===== config.mk =====
export PLATFORM = sky130hd
export DESIGN_NAME = wm_lsb_embed
export DESIGN_NICKNAME = d
export VERILOG_FILES = /design/src/rtl/wm_lsb_embed.sv
export SDC_FILE = /design/constraint.sdc
export NUM_CORES = 1
export LEC_CHECK = 0
export CORE_ASPECT_RATIO = 0.6
export CORE_MARGIN = 5
export CORE_UTILIZATION = 47
export CTS_CLUSTER_DIAMETER = 30
export DETAILED_ROUTE_END_ITERATION = 8
export PLACE_DENSITY = 0.88
export SLEW_MARGIN = 5
export SYNTH_ARGS = -nofsm -noshare
export SYNTH_HDL_FRONTEND = slang
export SYNTH_SLANG_ARGS = --single-unit

===== constraint.sdc =====
create_clock -name HCLK -period 3.7 [get_ports HCLK]
set_input_delay 1.11 -clock HCLK [delete_from_list [all_inputs] [get_ports HCLK]]
set_output_delay 1.11 -clock HCLK [all_outputs]
set_load 0.02 [all_outputs]

===== src/rtl/wm_lsb_embed.sv =====
`default_nettype none
// ============================================================================
//  Module   : wm_lsb_embed
//  Purpose  : Watermark embedder ahead of the image writer. Replaces the LSB
//             of each colour byte of an RGB888 pixel pair with six bits of a
//             serially preloaded payload, rotating the payload by 6 per pair.
//  Option   : WM_CHECKSUM_EN adds a 16-bit running sum of the output bytes.
//  Revision : 1.0  initial release
// ============================================================================
module wm_lsb_embed #(
    parameter int WIDTH  = 8,
    parameter int HEIGHT = 8,
    parameter int WM_LEN = 48
) (
    input  logic        HCLK,
    input  logic        HRESET,
    input  logic        wm_load,
    input  logic        wm_bit,
    input  logic        start,
    input  logic        in_valid,
    input  logic [7:0]  DATA_R0,
    input  logic [7:0]  DATA_G0,
    input  logic [7:0]  DATA_B0,
    input  logic [7:0]  DATA_R1,
    input  logic [7:0]  DATA_G1,
    input  logic [7:0]  DATA_B1,
    output logic        hsync,
    output logic [7:0]  DATA_WRITE_R0,
    output logic [7:0]  DATA_WRITE_G0,
    output logic [7:0]  DATA_WRITE_B0,
    output logic [7:0]  DATA_WRITE_R1,
    output logic [7:0]  DATA_WRITE_G1,
    output logic [7:0]  DATA_WRITE_B1,
    output logic        busy,
`ifdef WM_CHECKSUM_EN
    output logic [15:0] checksum,
`endif
    output logic        frame_done
);

    localparam int NPAIRS = WIDTH * HEIGHT / 2;
    localparam int CW     = $clog2(NPAIRS + 1);
    localparam logic [CW-1:0] c_npairs = CW'(NPAIRS);

    typedef enum logic [1:0] {
        S_IDLE   = 2'd0,
        S_LOADED = 2'd1,
        S_EMBED  = 2'd2,
        S_DONE   = 2'd3
    } state_t;

    state_t              r_state;
    state_t              w_next;
    logic [WM_LEN-1:0]   r_wm;
    logic [WM_LEN-1:0]   w_rot;
    logic [CW-1:0]       r_cnt;
    logic                w_accept;
    logic                w_shift;
    logic [7:0]          w_r0, w_g0, w_b0, w_r1, w_g1, w_b1;
    logic                w_unused;

    // The original LSBs are overwritten, so they never reach the output.
    assign w_unused = &{DATA_R0[0], DATA_G0[0], DATA_B0[0],
                        DATA_R1[0], DATA_G1[0], DATA_B1[0]};

    // A pair is only taken while embedding and before the frame is complete.
    assign w_accept = (r_state == S_EMBED) && in_valid && (r_cnt != c_npairs);
    assign w_shift  = ((r_state == S_IDLE) || (r_state == S_LOADED)) && wm_load;

    // Rotate-left by 6; with WM_LEN == 6 both shifts collapse to the identity.
    assign w_rot = (r_wm << 6) | (r_wm >> (WM_LEN - 6));

    assign w_r0 = {DATA_R0[7:1], r_wm[WM_LEN-1]};
    assign w_g0 = {DATA_G0[7:1], r_wm[WM_LEN-2]};
    assign w_b0 = {DATA_B0[7:1], r_wm[WM_LEN-3]};
    assign w_r1 = {DATA_R1[7:1], r_wm[WM_LEN-4]};
    assign w_g1 = {DATA_G1[7:1], r_wm[WM_LEN-5]};
    assign w_b1 = {DATA_B1[7:1], r_wm[WM_LEN-6]};

    // Next-state logic; a load in the same cycle as start takes priority.
    always_comb begin
        w_next = r_state;
        case (r_state)
            S_IDLE:   if (wm_load) w_next = S_LOADED;
            S_LOADED: if (start && !wm_load) w_next = S_EMBED;
            S_EMBED:  if (r_cnt == c_npairs) w_next = S_DONE;
            S_DONE:   w_next = S_LOADED;
            default:  w_next = S_IDLE;
        endcase
    end

    // State register, pair counter and payload shift/rotate register.
    always_ff @(posedge HCLK or posedge HRESET) begin
        if (HRESET) begin
            r_state <= S_IDLE;
            r_cnt   <= '0;
            r_wm    <= '0;
        end else begin
            r_state <= w_next;
            if (r_state == S_DONE) begin
                r_cnt <= '0;
            end else if (w_accept) begin
                r_cnt <= r_cnt + CW'(1);
            end
            if (w_shift) begin
                r_wm <= {r_wm[WM_LEN-2:0], wm_bit};
            end else if (w_accept) begin
                r_wm <= w_rot;
            end
        end
    end

    // Registered outputs: data holds between pairs, status follows next state.
    always_ff @(posedge HCLK or posedge HRESET) begin
        if (HRESET) begin
            hsync         <= 1'b0;
            busy          <= 1'b0;
            frame_done    <= 1'b0;
            DATA_WRITE_R0 <= '0;
            DATA_WRITE_G0 <= '0;
            DATA_WRITE_B0 <= '0;
            DATA_WRITE_R1 <= '0;
            DATA_WRITE_G1 <= '0;
            DATA_WRITE_B1 <= '0;
        end else begin
            hsync      <= w_accept;
            busy       <= (w_next == S_EMBED);
            frame_done <= (w_next == S_DONE);
            if (w_accept) begin
                DATA_WRITE_R0 <= w_r0;
                DATA_WRITE_G0 <= w_g0;
                DATA_WRITE_B0 <= w_b0;
                DATA_WRITE_R1 <= w_r1;
                DATA_WRITE_G1 <= w_g1;
                DATA_WRITE_B1 <= w_b1;
            end
        end
    end

`ifdef WM_CHECKSUM_EN
    // Running sum of every emitted byte, restarted when a frame begins.
    always_ff @(posedge HCLK or posedge HRESET) begin
        if (HRESET) begin
            checksum <= '0;
        end else if ((r_state == S_LOADED) && (w_next == S_EMBED)) begin
            checksum <= '0;
        end else if (w_accept) begin
            checksum <= checksum + 16'(w_r0) + 16'(w_g0) + 16'(w_b0)
                                 + 16'(w_r1) + 16'(w_g1) + 16'(w_b1);
        end
    end
`endif

endmodule
`default_nettype wire

==> results.tsv, run 1 <==
metric	value	unit
outcome	completed	
syn_inst	490	
reg2reg_depth	7	
fin_crit	2624	ps
max_freq	381.1	MHz
final_util	0.6125	
overflow	0	
synth_nets	546	
setup_viol	0	
grt_pass1_vias	4270	
drt_iter0_markers	631	
num_io_pins	105	
avgSynthCellArea	10.59	µm²
grt_pass1_wl	23030	µm
vias_per_cell	6.223	
cts_tree	yes	
slowest_stage	clkdlybuf4s50_1	
final_common_cell	dfrtp_1	
setup.worst_path.end_class	flip-flop	
hold_viol	0	
multi_input_area	2251	µm²
drive_gt1_frac	0.1299	
met1_usage	0.2886	
synth_area	5191	µm²
synth_largest_area_cell	dfrtp_1	
cts_root_buffer	clkbuf_16	
whs_path_depth	1	
critPathKind	in -> reg	
dp_slack	798.6	ps
yosys-top-cells-area	dfrtp_1, o211ai_1, a2bb2oi_1, mux2_2, a31oi_1	
regArea	2678	µm²
core_area	10670	µm²
start_kind	primary input	
yosysSeqAreaShare	0.5158	
slew_violations	0	
grt_usage	0.2071	
powerDensity	777.0	nW/µm²
rsz0062_at_grt	no	
setup_tns	0	ps
post-route-period-util	0.7092	
netlist.area_leader.share	0.5158	
grt_max_degree	94	
required	3930	ps
dieWidth	145.7	µm
ant_nets	0	
clk_latency	350	ps
ir_drop	0.4724	mV
p_leak	2.561	nW
use_met2	0.3374	
areaGrowthSynthToFinish	25.86	%
fillers	800	
post_drt_wl_per_cell	19.50	µm
clock-sinks	107	
crit_family	buffers and inverters	
final_nets	613	
fp.dieArea	13320	µm²
start_util	0.4866	
hold_buffers	0	
cp_cell_sequence	clkdlybuf4s50_1 > and3b_1 > o21a_2 > buf_4 > mux2_2	
grt.busiest_layer	met2	
layout_common_cells	dfrtp_1, clkdlybuf4s50_1, o211ai_1	
cap_violations	0	
post_cts_resized	0	
max_stage_delay	530	ps
power	0.005077	W
max_slew_margin	0.3978	
worst-path-stages	5	
antenna_found_initial	0	
worst_slack	1076	ps
max_slew.worst_pin.slew	903.3	ps
hp-class	reg -> reg	
ys_seq_elements	107	
post_cts_buffers	0	
fp.dieH	91.41	µm
rows	29	
wirelength	13670	µm
cp.arrival	2850	ps
clkTransAtPathRegs	70	ps
fin_worst_skew	9.759	ps
gr-usage-met3	0.04378	
r2r_setup_slack	1450	ps
diodes	0	
vias	4362	
io_buffers	98	
yosys_warnings	0	
crit_path_max_fanout	34	
gp_routability_congestion	0.7725	
synth.distinct_cells	27	
cp.buffers_inverters	2	
cts.htree.levels	3	
dpl.hpwl	8531	µm
drc_errors	0	
clockBufferDepth	2	
dr.pass1.iters	5	
cts_buffers	9	
final cells by class:
class | instances | share of cell area
multi-input combinational | 320 | 0.3445
clock inverter | 6 | 0.007660
clock buffer | 10 | 0.03658
tap | 139 | 0.02662
sequential | 107 | 0.4098
timing repair buffer | 109 | 0.1685
inverter | 10 | 0.006319
Yosys cell counts:
cell and number:
dfrtp_1 107, o21a_1 2, nand2b_1 1, nand2_1 20
nand3b_1 1, a2bb2oi_1 42, o21ai_0 10, ha_1 2
mux2_4 15, mux2_2 27, mux2i_1 1, nor2b_1 1
buf_2 7, o211ai_1 56, nor3_1 1, a31oi_1 42
or3_1 2, nand4b_1 1, inv_1 10, a21boi_0 2
or4_1 1, o31ai_1 3, nor2_1 44, and3b_1 1
clkbuf_1 43, nand3_1 45, buf_6 3
metal layers:
metal,wire [µm],vias up
met5,0,-
met4,104,0
met3,949,10
met2,6774,205
met1,5838,2178
li1,-,1969
worst paths after layout:
path / from / endpoint
min in group asynchronous: HRESET / DATA_WRITE_R1[5]
max in group asynchronous: HRESET / DATA_WRITE_G0[7]
worst max register to register: r_cnt[0] / DATA_WRITE_B0[0]
worst min register to register: DATA_WRITE_B1[1] / DATA_WRITE_B1[1]
worst min-delay path: DATA_WRITE_B1[1] / DATA_WRITE_B1[1]
worst max-delay path: in_valid / DATA_WRITE_G1[1]
flip-flops by register name, indices dropped and copies added, names as in the netlist:
register	flops
hsync	1
r_wm	48
DATA_WRITE_R0	8
DATA_WRITE_G1	8
frame_done	1
r_cnt	6
DATA_WRITE_R1	8
busy	1
r_state	2
DATA_WRITE_B1	8
DATA_WRITE_B0	8
DATA_WRITE_G0	8
power breakdown:
group / switching, W / total (W) / internal, W
combinational: 0.000991 / 0.00199 / 0.00100
sequential: 0.000459 / 0.00215 / 0.00169
clock: 0.000451 / 0.000932 / 0.000481
total: 0.00190 / 0.00508 / 0.00318
per-stage QoR:
stage | instances | hold slack [ps] | instance area [µm²]
6_report | 701 | 510.7 | 6534
5_1_grt | 701 | 534.3 | 6534
4_1_cts | 701 | 511.1 | 6534
3_5_place_dp | 685 | 493.6 | 6245
3_3_place_gp | 685 | 488.9 | 6245
2_1_floorplan | 490 | 465.7 | 5195
cell families (layout without fill, tap and decap cells):
kind of cell,after synthesis,after routing,synth area share
compound gates,157,157,0.2222
flops,107,107,0.5158
fa+ha+maj,2,2,0.004820
simple gates,118,118,0.1017
buf+inv,63,135,0.05158
mux,43,43,0.1039
Power figures use the tool's default switching activity.
==> run 2: changes to the inputs <==
--- a/config.mk
+++ b/config.mk
@@ -7,10 +7,10 @@
 export LEC_CHECK = 0
 export CORE_ASPECT_RATIO = 0.6
 export CORE_MARGIN = 5
-export CORE_UTILIZATION = 47
+export CORE_UTILIZATION = 50
 export CTS_CLUSTER_DIAMETER = 30
 export DETAILED_ROUTE_END_ITERATION = 8
-export PLACE_DENSITY = 0.88
+export PLACE_DENSITY = 0.89
 export SLEW_MARGIN = 5
 export SYNTH_ARGS = -nofsm -noshare
 export SYNTH_HDL_FRONTEND = slang
==> constraint.sdc (replaced) <==
create_clock -name HCLK -period 2.7 [get_ports HCLK]
set_input_delay 0.81 -clock HCLK [delete_from_list [all_inputs] [get_ports HCLK]]
set_output_delay 0.81 -clock HCLK [all_outputs]
set_load 0.02 [all_outputs]
==> results.tsv, run 2 (synthesis results as in run 1) <==
metric	value	unit	change
outcome	completed		
fp.dieArea	12590	µm²	-5.5%
cts_tree	yes		
cts_buffers	9		unchanged
clk_latency	360	ps	about the same
dpl.hpwl	8698	µm	+2.0%
crit_family	buffers and inverters		
max_slew.worst_pin.slew	552.5	ps	-350.8 ps
cp.buffers_inverters	1		-1
grt_max_degree	108		+15%
power	0.007010	W	+38%
fp.dieH	88.93	µm	-2.7%
fin_worst_skew	9.805	ps	+0.04637 ps
hold_end	DATA_WRITE_B1[2]		
gp_routability_congestion	0.7827		+1.3%
rsz0062_at_grt	no		
cp.arrival	1400	ps	-1450 ps
worstHoldStart	DATA_WRITE_B1[2]		
ant_nets	0		unchanged
finalHoldWorstSlack	510.1	ps	-0.6420 ps
largest_reg_flops	48		unchanged
vias_per_cell	6.391		+2.7%
post_cts_resized	0		unchanged
cts_root_buffer	clkbuf_16		
diodes	0		unchanged
whs_path_depth	1		unchanged
post_drt_wl_per_cell	19.70	µm	+1.1%
p_leak	2.584	nW	+0.90%
grt_usage	0.2286		+0.02146
cts.htree.levels	3		unchanged
vias	4461		+2.3%
post-route-period-util	0.8185		
setup.worst_path.end_class	output pin		
drc_errors	0		unchanged
drive_gt1_frac	0.1314		+0.001545
max_slew_margin	0.6317		+0.2338
final_common_cell	dfrtp_1		
cap_violations	0		unchanged
worst_slack	490.2	ps	-585.8 ps
slowest_stage	clkdlybuf4s50_1		
r2r_setup_slack	800	ps	-650 ps
slew_violations	0		unchanged
hold_buffers	0		unchanged
clockBufferDepth	2		unchanged
crit_path_max_fanout	2		-94%
max_freq	452.5	MHz	
start_kind	flip-flop		
final_util	0.6579		+0.04542
setup_viol	0		unchanged
dp_slack	180.3	ps	-618.3 ps
powerDensity	1067	nW/µm²	+37%
regToRegEndpoint	DATA_WRITE_B0[1]		
cp_cell_sequence	clkdlybuf4s50_1		
io_buffers	98		unchanged
grt_pass1_wl	22820	µm	-0.90%
num_io_pins	105		unchanged
dieWidth	141.5	µm	-2.8%
max_stage_delay	650	ps	+120 ps
layout_common_cells	dfrtp_1, clkdlybuf4s50_1, o211ai_1		
rows	28		-3.4%
start_util	0.5199		+0.03330
clkTransAtPathRegs	70	ps	about the same
hold_viol	0		unchanged
post_cts_buffers	0		unchanged
areaGrowthSynthToFinish	26.54	%	
reg2reg_depth	4		-3
core_area	9985	µm²	-6.4%
clock-sinks	107		unchanged
overflow	0		unchanged
ir_drop	0.6179	mV	+31%
hp-class	reg -> reg		
drt_iter0_markers	572		-9.4%
fin_crit	2210	ps	
reg2reg_from	r_cnt[2]		
critPathKind	reg -> out		
regMostFlops	r_wm		
grt_pass1_vias	4358		+2.1%
final_nets	614		+0.16%
dr.pass1.iters	6		+1
required	1890	ps	-2040 ps
wirelength	13750	µm	+0.62%
antenna_found_initial	0		unchanged
setup_tns	0	ps	unchanged
[run 2: cell types whose count changed in the layout (fill, tap and decap cells not counted), sizes merged]
cell,before,now
clkinvlp,3,1
inv,10,12
buf,11,12
clkbuf,10,9
clkinv,3,4
[run 2: power by group]
part,total (W),internal [W],switching [W]
logic,0.00275,0.00138,0.00137
clock network,0.00128,0.000643,0.000640
registers,0.00297,0.00232,0.000654
total,0.00701,0.00435,0.00266
[run 2: final cells by class]
type / count / area (µm²)
Fill cell: 701 / 3416
Sequential cell: 107 / 2678
Multi-Input combinational cell: 320 / 2251
Timing Repair Buffer: 110 / 1146
Clock buffer: 9 / 225.2
Tap cell: 135 / 168.9
Clock inverter: 7 / 58.81
Inverter: 10 / 41.29
[run 2: worst reg2reg max path: cells and delay by family (launching register included)]
| family | cells | cell delay, ps |
|---|---|---|
| multiplexers | 1 | 320 |
| AND/OR/NAND/NOR | 1 | 570 |
| flip-flops | 1 | 430 |
| buffers and inverters | 1 | 220 |
| AO/OA/AOI/OAI | 1 | 260 |
[run 2: metrics by stage]
stage               area [µm²]  cells
floorplan                 5195    490
global placement          6285    682
detailed placement        6285    682
CTS                       6569    698
global route              6569    698
finish                    6569    698
[run 2: how the worst max path moves through the flow]
stage,depth (start not counted),slack (ps),start,endpoint
after floorplan,1,600,HRESET,DATA_WRITE_B0[0]
after global placement,5,250,in_valid,DATA_WRITE_G1[7]
after detailed placement,5,180,in_valid,DATA_WRITE_B1[3]
final,1,490,DATA_WRITE_G0[1],DATA_WRITE_G0[1]
after CTS,1,500,DATA_WRITE_G0[0],DATA_WRITE_G0[0]
after global routing,1,480,DATA_WRITE_G0[1],DATA_WRITE_G0[1]
[run 2: per-layer routing]
metal | wire, µm | global-route usage | vias to the layer above
met3 | 1076 | 0.05559 | 27
met1 | 5668 | 0.3073 | 2232
met5 | 0 | 0 | -
li1 | - | - | 1973
met2 | 6749 | 0.3758 | 229
met4 | 257 | 0.06620 | 0
